$ cat config.mk
export PLATFORM = sky130hd
export DESIGN_NAME = systolic_feeder
export DESIGN_NICKNAME = d
export VERILOG_FILES = /design/src/rtl/systolic_feeder.sv
export SDC_FILE = /design/constraint.sdc
export NUM_CORES = 1
export LEC_CHECK = 0
export CAP_MARGIN = 25
export CORE_MARGIN = 1
export CORE_UTILIZATION = 50
export DETAILED_ROUTE_END_ITERATION = 8
export PLACE_DENSITY = 0.73
export SYNTH_ARGS = -nofsm -noshare
export SYNTH_HDL_FRONTEND = slang
export SYNTH_SLANG_ARGS = --single-unit
export TNS_END_PERCENT = 30
$ cat constraint.sdc
create_clock -name clk -period 2.8 [get_ports clk]
set_input_delay 0.42 -clock clk [delete_from_list [all_inputs] [get_ports clk]]
set_output_delay 0.42 -clock clk [all_outputs]
set_load 0.03 [all_outputs]
$ cat src/rtl/systolic_feeder.sv
// systolic_feeder
//   Upstream stage of the per-row delay FIFO bank feeding the systolic array.
//   The block captures a DIM x DIM operand matrix one row at a time (LOAD).
//   It then streams the matrix column by column into DIM lanes (STREAM).
//   Finally it pushes FLUSH_CYCLES zero columns to flush the skew (FLUSH).
//
// Parameters
//   DIM          matrix dimension, which is also the number of lanes
//   BITS         element width
//   FLUSH_CYCLES number of zero columns pushed after the data (0 skips FLUSH)
//
// Ports
//   clk, rst     clock; synchronous active-high reset
//   in_valid/in_ready/in_row  row write path; element j at [j*BITS +: BITS]
//   hold         downstream stall; freezes STREAM/FLUSH
//   fifo_en      shared shift enable to all delay FIFOs
//   fifo_d       lane data; lane i at [i*BITS +: BITS]
//   busy         high in STREAM or FLUSH
//   done         one-cycle pulse after the final column has been issued
//   drop_cnt     saturating count of in_valid cycles seen while not ready.
//                This port is present only when FEEDER_STATUS_EN is defined.
module systolic_feeder #(
  parameter int unsigned DIM          = 4,
  parameter int unsigned BITS         = 8,
  parameter int unsigned FLUSH_CYCLES = 2*DIM-2
) (
  input  logic                clk,
  input  logic                rst,
  input  logic                in_valid,
  output logic                in_ready,
  input  logic [DIM*BITS-1:0] in_row,
  input  logic                hold,
  output logic                fifo_en,
  output logic [DIM*BITS-1:0] fifo_d,
  output logic                busy,
  output logic                done
`ifdef FEEDER_STATUS_EN
  ,
  output logic [15:0]         drop_cnt
`endif
);

  localparam int unsigned RW = (DIM > 1) ? $clog2(DIM) : 1;
  localparam int unsigned FW = (FLUSH_CYCLES > 0) ? $clog2(FLUSH_CYCLES + 1) : 1;
  localparam logic [RW-1:0] LAST_IDX   = RW'(DIM - 1);
  localparam logic [FW-1:0] LAST_FLUSH = FW'((FLUSH_CYCLES > 0) ? FLUSH_CYCLES - 1 : 0);

  typedef enum logic [1:0] {
    ST_LOAD,
    ST_STREAM,
    ST_FLUSH
  } state_e;

  state_e            state_q, state_d;
  logic [RW-1:0]     row_cnt_q, row_cnt_d;
  logic [RW-1:0]     col_cnt_q, col_cnt_d;
  logic [FW-1:0]     flush_cnt_q, flush_cnt_d;
  logic              done_q, done_d;
  logic              accept;
  logic [DIM*BITS-1:0] mem_q [DIM];

  always_comb begin
    state_d     = state_q;
    row_cnt_d   = row_cnt_q;
    col_cnt_d   = col_cnt_q;
    flush_cnt_d = flush_cnt_q;
    done_d      = 1'b0;
    in_ready    = 1'b0;
    accept      = 1'b0;
    fifo_en     = 1'b0;
    fifo_d      = '0;
    busy        = 1'b0;

    case (state_q)
      ST_LOAD: begin
        in_ready = 1'b1;
        accept   = in_valid;
        if (in_valid) begin
          if (row_cnt_q == LAST_IDX) begin
            row_cnt_d = '0;
            state_d   = ST_STREAM;
          end else begin
            row_cnt_d = row_cnt_q + 1'b1;
          end
        end
      end

      ST_STREAM: begin
        busy = 1'b1;
        if (!hold) begin
          fifo_en = 1'b1;
          // Column col_cnt of the stored matrix: lane i takes row i, element col_cnt
          for (int unsigned i = 0; i < DIM; i++) begin
            fifo_d[i*BITS +: BITS] = mem_q[i][col_cnt_q*BITS +: BITS];
          end
          if (col_cnt_q == LAST_IDX) begin
            col_cnt_d = '0;
            if (FLUSH_CYCLES == 0) begin
              state_d = ST_LOAD;
              done_d  = 1'b1;
            end else begin
              state_d = ST_FLUSH;
            end
          end else begin
            col_cnt_d = col_cnt_q + 1'b1;
          end
        end
      end

      ST_FLUSH: begin
        busy = 1'b1;
        if (!hold) begin
          fifo_en = 1'b1;
          if (flush_cnt_q == LAST_FLUSH) begin
            flush_cnt_d = '0;
            state_d     = ST_LOAD;
            done_d      = 1'b1;
          end else begin
            flush_cnt_d = flush_cnt_q + 1'b1;
          end
        end
      end

      default: state_d = ST_LOAD;
    endcase
  end

  always_ff @(posedge clk) begin
    if (rst) begin
      state_q     <= ST_LOAD;
      row_cnt_q   <= '0;
      col_cnt_q   <= '0;
      flush_cnt_q <= '0;
      done_q      <= 1'b0;
    end else begin
      state_q     <= state_d;
      row_cnt_q   <= row_cnt_d;
      col_cnt_q   <= col_cnt_d;
      flush_cnt_q <= flush_cnt_d;
      done_q      <= done_d;
    end
  end

  // Matrix storage is deliberately left unreset; a fresh load overwrites every row.
  always_ff @(posedge clk) begin
    if (accept && !rst) begin
      mem_q[row_cnt_q] <= in_row;
    end
  end

  assign done = done_q;

`ifdef FEEDER_STATUS_EN
  logic [15:0] drop_cnt_q;

  always_ff @(posedge clk) begin
    if (rst) begin
      drop_cnt_q <= '0;
    end else if (in_valid && !in_ready && (drop_cnt_q != '1)) begin
      drop_cnt_q <= drop_cnt_q + 16'd1;
    end
  end

  assign drop_cnt = drop_cnt_q;
`endif

endmodule

==> results.txt <==
- After synthesis the cells add up to 5470 µm².
* Post-route fraction of the period consumed by the critical path: a little over nine tenths
* Maximum fanout along the worst path: 8
- Proportion of synthesized chip area in sequential cells: 74.0%
- Global-route total usage across every layer: ~18%
* Static Leakage: 0.00248 µW
- Commonest non-fill, non-tap cell in the layout: sky130_fd_sc_hd__edfxtp_1
* Post-synthesis cell count: 268
- Normalized max-slew margin: ~68%
- Final RePlAce weighted congestion: about 0.74
- The floorplan has 37 rows.
- The largest individual stage delay along the critical path comes from the cell sky130_fd_sc_hd__clkdlybuf4s50_1.
* Clock edge transition at the registers on the reported setup and hold paths: approximately 60 ps
- For this configuration, the core starts out at a cell density of between 50% and 60%.
- Final hold analysis gives a worst-case slack of between 500 and 600 ps.
- The later pin in the worst-skew pair is clocked with a latency of approximately 510 ps.
* Number of max-capacitance violations reported: 0
- Clock network fraction of total power: between 40% and 50%
- Kind of end point of the critical path: primary output
- The tree is rooted in a sky130_fd_sc_hd__clkbuf_8.
- Cell Pwr Density: about 740 nW/µm²
- Setup violations remaining at the end of the flow were counted as 0.
- HP Class: flip-flop to flip-flop
- Number of clock buffers inserted by TritonCTS: 17
* Number of I/O pins: 72
- The worst hold path was traced through 2 stages.
- The number of buffers and inverters on the critical path is 2.
* Total of flip-flops plus latches after synthesis: about 140
* PortBufs: 71
* Pin count of the biggest net entering global routing: 35
- Once detail routing completed, the nets flagged for antenna violations numbered 0.
- For the pin with the worst max-slew slack, the measured transition is 485 ps.
* Skew final: 4.94 ps
* Via count of the first global-routing pass: 2791
- The die covers between 10000 and 15000 µm².
- Delay of the slowest critical-path stage: roughly 600 ps
- Crit-path cells: buf_4 > mux4_2 > nor2b_1 > clkdlybuf4s50_1
- Largest vdd supply drop: around 470 µV
- The run finished with clean final reports.
* Aggregate global routing overflow: 0
* Share of post-route cells with drive strength above 1: a little over a fifth
- The net count of the finished layout is 405.
- CTS Buffer Depth: 2
- For this block, the routed nets add up to between 9 and 10 mm of wire.
- Counting buffers and inverters, the worst setup path is 4 cells deep.
* Combinational power share: about a tenth
* Total via count in the routed design: about 2700
- The analysis attributes to net switching a power of roughly 1200 µW.
* TritonCTS clock tree: built
- Area inside the core boundary: between 10000 and 15000 µm²
- Final Max Tran Viols: 0
- Once the clock tree was built, the setup fixing pass inserted 0 buffers.
- Die height: between 100 and 150 µm
- Detailed placement finished with a half-perimeter wire length of 6.08 mm.
- The number of different library cells used by synthesis comes to 25.
* Min cycle time layout: roughly 2700 ps
- The internal portion of the total power is slightly below 4000 µW.
- Via-per-instance ratio: 5.34
* Wire length per cell after detailed routing: roughly 19 µm
- Data on the critical path arrives at its endpoint at about 2300 ps.
* Fmax: 367 MHz
- In the layout the commonest cells are sky130_fd_sc_hd__edfxtp_1, sky130_fd_sc_hd__clkdlybuf4s50_1, sky130_fd_sc_hd__nor2b_1.
- Antenna diode count: 0
- Total Neg Setup Slack: 0 ps
- After the flow finishes, the layout carries non-filler instances totaling between 500 and 600.
- Net switching is between 20% and 30% of the power.
- The design draws about 5100 µW.
- Number of nets produced by synthesis: approximately 310
* Worst Reg2Reg Path Length in Cells: 6
* Number of antenna violations at the first check in global routing: 0
* Wire length of the first global-routing pass: around 15 mm
* DRC violation total after the first TritonRoute iteration: about 190
- Including well taps, the total number of placed cells is 477.
* Post-route DRC: 0
- Worst Path Required: about 2400 ps
- The area growth from synthesis to layout is 27.3%.
* Top delay family on crit path: buffers and inverters
* Power share of the sequential group: a little under half
- Setup repair after global routing missed its margin: false
* Die outline width: 107 µm
- CTS sink count: 138
* Synthesis warning total: 0
- Each instance of the synthesized netlist takes up on average slightly above 20 µm².
- The worst setup path is launched from a flip-flop.
* Detailed-routing iteration count for the pre-antenna-repair pass: 4
- The worst setup path is of the flip-flop to primary output kind.
- CTS built an H-tree with a depth of 4.
- The number of failing hold endpoints at the final stage is 0.
## path summary, 6_finish.rpt
kind / from / slack, ps / end
max: col_cnt_q[0] / 80 / fifo_d[6]
min: flush_cnt_q[2] / 510 / flush_cnt_q[2]
max reg2reg: state_q[1] / 970 / mem_q[2][8]
min reg2reg: flush_cnt_q[2] / 510 / flush_cnt_q[2]
## metal layers
metal	routed length, µm	global-route usage (%)	part of all wire, %
met1	4290	25.1	45
met4	162	7.63	1.7
met2	4640	28.4	49
met5	0	0	0
met3	435	4.56	4.6
## layout make-up
type / count / area [µm²]
Clock inverter: 14 / 173
Clock buffer: 17 / 414
Inverter: 4 / 15.0
Timing Repair Buffer: 86 / 845
Fill cell: 731 / 3500
Tap cell: 136 / 170
Multi-Input combinational cell: 113 / 1300
Sequential cell: 138 / 4050
## synthesized netlist by cell type
master / count / area (µm²)
sky130_fd_sc_hd__nand3_1: 1 / 5.00
sky130_fd_sc_hd__edfxtp_1: 128 / 3840
sky130_fd_sc_hd__mux2i_1: 5 / 50.1
sky130_fd_sc_hd__dfxtp_1: 10 / 200
sky130_fd_sc_hd__nand2b_1: 6 / 37.5
sky130_fd_sc_hd__or3_1: 1 / 6.26
sky130_fd_sc_hd__and2_1: 4 / 25.0
sky130_fd_sc_hd__nor4b_1: 1 / 8.76
sky130_fd_sc_hd__nor2b_1: 34 / 213
sky130_fd_sc_hd__mux4_1: 4 / 105
sky130_fd_sc_hd__nand3b_1: 1 / 7.51
sky130_fd_sc_hd__mux4_2: 28 / 631
sky130_fd_sc_hd__buf_2: 3 / 15.0
sky130_fd_sc_hd__nand2_1: 5 / 18.8
sky130_fd_sc_hd__nand4bb_1: 1 / 11.3
sky130_fd_sc_hd__a21oi_1: 3 / 15.0
sky130_fd_sc_hd__ha_1: 9 / 113
sky130_fd_sc_hd__buf_12: 3 / 60.1
sky130_fd_sc_hd__buf_6: 1 / 11.3
sky130_fd_sc_hd__nor2_1: 7 / 26.3
sky130_fd_sc_hd__inv_1: 4 / 15.0
sky130_fd_sc_hd__or3b_2: 1 / 8.76
sky130_fd_sc_hd__clkbuf_1: 6 / 22.5
sky130_fd_sc_hd__xnor2_1: 1 / 8.76
sky130_fd_sc_hd__a222oi_1: 1 / 10.0
## sequential cells by signal, indices dropped and copies added (netlist names)
register,cells
done,1
state_q,2
row_cnt_q,2
col_cnt_q,2
mem_q,128
flush_cnt_q,3
## worst min-delay path: stages (launching register included)
cell                      delay [ps]
sky130_fd_sc_hd__dfxtp_1         340
sky130_fd_sc_hd__nand2_1          70
sky130_fd_sc_hd__a21oi_1          60
## power groups by stage
stage                     Sequential, µW  Combinational, µW  Clock [µW]
final                               2390                531        2200
after global routing                2400                571        2310
after CTS                           2390                541        2220
after detailed placement            2430                551           0
after global placement              2430                544           0
after floorplan                     2430                345           0
## per-stage QoR
stage / cell area (µm²) / setup WS, ps / utilization [%]
after global placement: 6380 / 186 / 61.0
after global routing: 6960 / 2.65 / 66.5
after CTS: 6950 / 27.3 / 66.4
final: 6960 / 77.0 / 66.5
after floorplan: 5470 / 495 / -
after detailed placement: 6380 / 188 / 61.0
## timing repair
action                                 CTS  global route
gates resized for setup                 23             6
pin swaps                                0             0
hold buffers                             0             0
setup endpoints to repair               22             6
endpoints found under the hold margin    0             0
cloned                                   0             0
## cell families (layout without fill, tap and decap cells)
family          count (synthesis)  in the layout  share of synthesized area (%)
mux                            37             37                           14.4
compound gates                  4              4                          0.458
flops                         138            138                           74.0
simple gates                   62             62                           6.73
fa+ha+maj                       9              9                           2.06
buf+inv                        17            121                           2.27
xor+xnor                        1              1                          0.160
(Power assumes the default switching activity.)
==> patch 1, RTL diff (same flow settings) <==
Add a define of `FEEDER_STATUS_EN`.
--- a/src/rtl/systolic_feeder.sv
+++ b/src/rtl/systolic_feeder.sv
@@ -21,2 +21,4 @@
 //                This port is present only when FEEDER_STATUS_EN is defined.
+`define FEEDER_STATUS_EN
+
 module systolic_feeder #(
Formal check against the unedited RTL (old outputs only; new: drop_cnt): equivalent (equiv_simple and equiv_induct, registers matched by name and starting in step).
==> patch 1 against the unedited design <==
- cell count increased by 28%
- cell area grew 17%
- global-route usage up 1.8 points
- area after synthesis rose by 15%
- die area up 15%
- routed wire length rose by 25%
- maximum frequency grew 1.1%
- sequential cell count up 16
- setup slack better by 0.031 ns
- largest cell class unchanged
Power is not compared: it rests on default switching activity, and its combinational part moved more than twofold at a synthesized area within 25%.
==> patch 1: results (changes against the unedited design) <==
** Run status
- Outcome: complete, no violations (unchanged).

** Synthesis
- Sequential element share of the synthesized area :: 69.4% (was 74.0%)
- The cell count after synthesis came to 365 (was 268).
- The count of cell types in the netlist is 46 (was 25).
- Top cells by area, synth: edfxtp_1 61%, mux4_2 11%, dfxtp_1 8.3%, nor2b_1 3.7%, ha_1 2.0% (was edfxtp_1 70%, mux4_2 12%, nor2b_1 3.9%, dfxtp_1 3.7%, ha_1 2.1%).
- Synth Area in Compound Gates :: 2.70% (was 0.458%)
- Cell types with the highest counts after synthesis: 128 x edfxtp_1, 37 x nor2b_1, 32 x mux4_2 (was 128 x edfxtp_1, 34 x nor2b_1, 28 x mux4_2).
- The post-synthesis adder-cell area fraction was 1.99% (was 2.06%).

** CTS
- Clock root cell :: clkbuf_16 (was clkbuf_8)
- The total clock sinks is 154 (was 138).
- Clk_lat worst skew :: 0.42 ns (was 0.51 ns)

** Layout
- The number of cells in the finished layout apart from fillers was 648 (was 508).
- Proportion of layout cells with a drive suffix above 1 :: 20.8% (was 21.0%)
- Non-clock buffering overhead :: 13.0% (was 12.1%)
- Area occupied by registers :: 4370 um2 (was 4050 um2)
- The layout multi-input combinational cell count came to 190 (was 113).
- The multi-input gate share of the layout cell area came to 22.5% (was 18.7%).
- The non-clock inverter count in the final layout was 6 (was 4).
- Clock buffer count in the final layout :: 18 (was 17)
- The layout overhead on the synthesized area was 29.0% (was 27.3%).

** Timing
- Layout Skew :: 0.00726 ns (was 0.00494 ns)
- The final hold slack was 0.508 ns (was 0.512 ns).

** Hold path
- Start point of the worst hold path :: flush_cnt_q[1]$_SDFFE_PP0P_ (was flush_cnt_q[2]$_SDFFE_PP0P_)

** Worst setup path
- Arrival time at the worst endpoint :: 2.27 ns (was 2.30 ns)
- RR Startpoint :: state_q[0]$_SDFFE_PP0P_ (was state_q[1]$_SDFFE_PP0P_)

** Global route
- The global-route wire length before repair is 18800 um (was 15000 um).

** Placed design
- The HPWL reported at the end of detailed placement was 7530 um (was 6080 um).
- Port bufs :: 87 (was 71)
- Pre-CTS setup slack :: 0.216 ns (was 0.188 ns)
[patch 1: cell count changes after synthesis, moves of 4 or more]
cell | before | now
nor2_1 | 7 | 15
o21ai_0 | 0 | 7
or3_1 | 1 | 5
dfxtp_1 | 10 | 26
nand2_1 | 5 | 10
a21oi_1 | 3 | 13
nor3_1 | 0 | 5
mux4_2 | 28 | 32
mux4_1 | 4 | 0
[patch 1: cells by family (layout without fill, tap and decap cells)]
logic type,count (synthesis),count (layout)
fa+ha+maj,10,10
flops,154,154
compound gates,28,28
buf+inv,21,136
xor+xnor,2,2
simple gates,111,111
mux,39,39
[patch 1: routing by layer]
metal,vias to the layer above,track usage (%),part of all wire (%)
met4,0,9.70,1.5
met1,1748,26.7,45
met3,10,5.56,4.4
met2,91,30.9,49
li1,1635,-,-
met5,-,0,0
[patch 1: worst reg2reg max path: stages (launching register included)]
cell      delay, ns
dfxtp_1        0.35
inv_1          0.09
ha_1           0.29
and4b_1        0.39
nand3b_4       0.15
nor4b_1        0.33
mux2_2         0.37
[patch 1: power breakdown]
group / switching [W] / leakage (nW) / internal (W)
clock network: 0.000916 / 0.299 / 0.00152
registers: 0.0000663 / 1.37 / 0.00265
logic: 0.000604 / 1.22 / 0.000514
[patch 1: worst max-delay path by stage]
stage	start	end	slack [ns]	cells past startpoint
after floorplan	state_q[0]$_SDFFE_PP0P_	mem_q[0][0]$_DFFE_PP_	0.45	5
after global placement	hold	fifo_d[29]	0.30	5
after detailed placement	hold	fifo_d[20]	0.22	5
after CTS	col_cnt_q[0]$_SDFFE_PP0P_	fifo_d[0]	0.03	4
after global routing	col_cnt_q[0]$_SDFFE_PP0P_	fifo_d[30]	0.02	4
final	col_cnt_q[0]$_SDFFE_PP0P_	fifo_d[6]	0.11	4
==> patch 2, RTL diff (same settings) <==
Without the edit above. Re-encode `state_e` (3 states) as one-hot, 3 bits wide.
--- a/src/rtl/systolic_feeder.sv
+++ b/src/rtl/systolic_feeder.sv
@@ -47,6 +47,6 @@
 
-  typedef enum logic [1:0] {
-    ST_LOAD,
-    ST_STREAM,
-    ST_FLUSH
+  typedef enum logic [2:0] {
+    ST_LOAD   = 3'b001,
+    ST_STREAM = 3'b010,
+    ST_FLUSH  = 3'b100
   } state_e;
Formal check against the unedited RTL: no difference found for any inputs over 10 cycles, from zero or initial values and one cycle with rst high; not proved beyond that.
==> patch 2 against the unedited design <==
- cell count is 0.39% higher
- via count is 2.5% higher
- cell area is 0.79% lower
- global-route usage is 1.6 points higher
- register-to-register slack worse by 0.13 ns
- setup slack better by 0.15 ns
- routed wire length is 9.0% higher
- sequential cell count is 1 higher
- worst hold slack worse by 0.0063 ns
- maximum frequency is 5.6% higher
- clock skew is 0.0053 ns higher
- area after synthesis is 0.46% lower
- critical path type unchanged
Power is not compared: it rests on default switching activity, and its combinational part moved more than twofold at a synthesized area within 25%.
==> patch 2: results (changes against the unedited design) <==
** Run status
- Outcome: complete, no violations (unchanged).

** Worst setup path
- The beginning of the worst register-to-register path is state_q[0]$_SDFFE_PP1P_ (was state_q[1]$_SDFFE_PP0P_).
- Slowest cell on crit path :: mux4_2 (was clkdlybuf4s50_1)
- Delay of the slowest cell on the worst path :: 0.56 ns (was 0.59 ns)
- Arrival time at the worst endpoint :: 2.16 ns (was 2.30 ns)
- Highest fanout seen on the critical path :: 19 (was 8)
- Critical path type :: register to primary output (unchanged)

** Synthesis
- Sequential element share of the synthesized area :: 74.7% (was 74.0%)
- Cell types with the highest counts after synthesis: 128 x edfxtp_1, 32 x mux4_2, 31 x nor2b_1 (was 128 x edfxtp_1, 34 x nor2b_1, 28 x mux4_2).
- Mapped Nets :: 314 (was 313)
- Top cells by area, synth: edfxtp_1 71%, mux4_2 13%, dfxtp_1 4.0%, nor2b_1 3.6%, ha_1 1.1% (was edfxtp_1 70%, mux4_2 12%, nor2b_1 3.9%, dfxtp_1 3.7%, ha_1 2.1%).

** Global route
- Maximum number of pins on one net before global-route repair :: 37 (was 35)
- The combined global-route utilization of all metal layers came to 19.9% (was 18.3%).
- Via count of the first global-routing pass :: 2864 (was 2791)
- The global-route wire length before repair was 15800 um (was 15000 um).

** Timing
- The worst slew margin relative to its limit was 67.8% (was 67.6%).
- Layout Skew :: 0.0102 ns (was 0.00494 ns)

** Detailed routing
- Average detailed-routed wire length per instance :: 20.4 um (was 18.8 um)
- Starting DRT DRC Count :: 143 (was 191)

** Layout
- Net total in the final layout :: 402 (was 405)
- Number of fill cells in the layout :: 710 (was 731)
- Biggest registers after layout: mem_q (128), flush_cnt_q (3), state_q (3) (was mem_q (128), flush_cnt_q (3)).

** Placed design
- The worst-case setup slack after placement was 0.248 ns (was 0.188 ns).
- Sum of net half-perimeters after detailed placement :: 6390 um (was 6080 um)
- Gpl congestion :: 0.692 (was 0.735)

** CTS
- Maximum buffer depth of the clock tree :: 2 (unchanged)

** Hold path
- Hold/Removal Path Class :: register to register (unchanged)
- Start point of the worst hold path :: flush_cnt_q[0]$_SDFFE_PP0P_ (was flush_cnt_q[2]$_SDFFE_PP0P_)
==> patch 2: path summary, 6_finish.rpt <==
check	endpoint	slack, ns	cells past startpoint
hold reg to reg	flush_cnt_q[0]$_SDFFE_PP0P_	0.51	2
hold / removal	flush_cnt_q[0]$_SDFFE_PP0P_	0.51	2
setup / recovery	fifo_d[28]	0.22	4
setup reg to reg	mem_q[2][12]$_DFFE_PP_	0.84	4
==> patch 2: what timing repair did <==
action | in CTS | in global routing
buffers inserted | 0 | 0
endpoints found under the setup margin | 0 | 10
hold buffers | 0 | 0
resized for setup | 0 | 1
==> patch 2: kinds of logic (layout without fill, tap and decap cells) <==
group / Yosys count / after routing / share of synthesized area [%]
DFF: 139 / 139 / 74.7
and+or+nand+nor: 63 / 63 / 7.49
muxes: 35 / 35 / 13.8
buffers and inverters: 18 / 119 / 1.54
AOI/OAI and AO/OA: 12 / 12 / 1.20
adders and majority gates: 5 / 5 / 1.15
xor gates and xnor gates: 1 / 1 / 0.161
==> patch 2: power by group through the flow <==
stage | sequential, W | combinational (W) | clock, W
after detailed placement | 0.00238 | 0.000145 | 0
after global placement | 0.00238 | 0.000142 | 0
after floorplan | 0.00238 | 0.0000489 | 0
after CTS | 0.00234 | 0.000146 | 0.00232
final | 0.00234 | 0.000145 | 0.00229
after global routing | 0.00234 | 0.000157 | 0.00239
==> patch 2: through the flow <==
| stage | total power [W] | instances | area [um2] |
|---|---|---|---|
| after floorplan | 0.00243 | 273 | 5440 |
| after global routing | 0.00489 | 510 | 6910 |
| after CTS | 0.00481 | 510 | 6900 |
| final | 0.00477 | 510 | 6910 |
| after detailed placement | 0.00253 | 478 | 6290 |
| after global placement | 0.00252 | 478 | 6290 |
==> patch 2: cell type report <==
class | count | area [um2] | share of cell area [%]
clock buffer | 17 | 414 | 6.00
clock inverter | 15 | 198 | 2.86
inverter | 3 | 11.3 | 0.163
multi-input combinational | 116 | 1290 | 18.7
sequential | 139 | 4070 | 58.9
tap | 136 | 170 | 2.46
timing repair buffer | 84 | 751 | 10.9
==> patch 2: routing by layer <==
metal	up-vias	GRT usage, %	routed length (um)
met2	86	31.7	5190
met1	1410	25.3	4550
li1	1269	-	-
met5	-	0	0
met3	16	5.21	468
met4	0	10.0	178
==> patch 2: worst max-delay path: cells and delay by family, from the launching register on <==
family / cells / cell delay, ns
flops: 1 / 0.49
simple gates: 1 / 0.16
mux: 1 / 0.56
buf+inv: 2 / 0.42
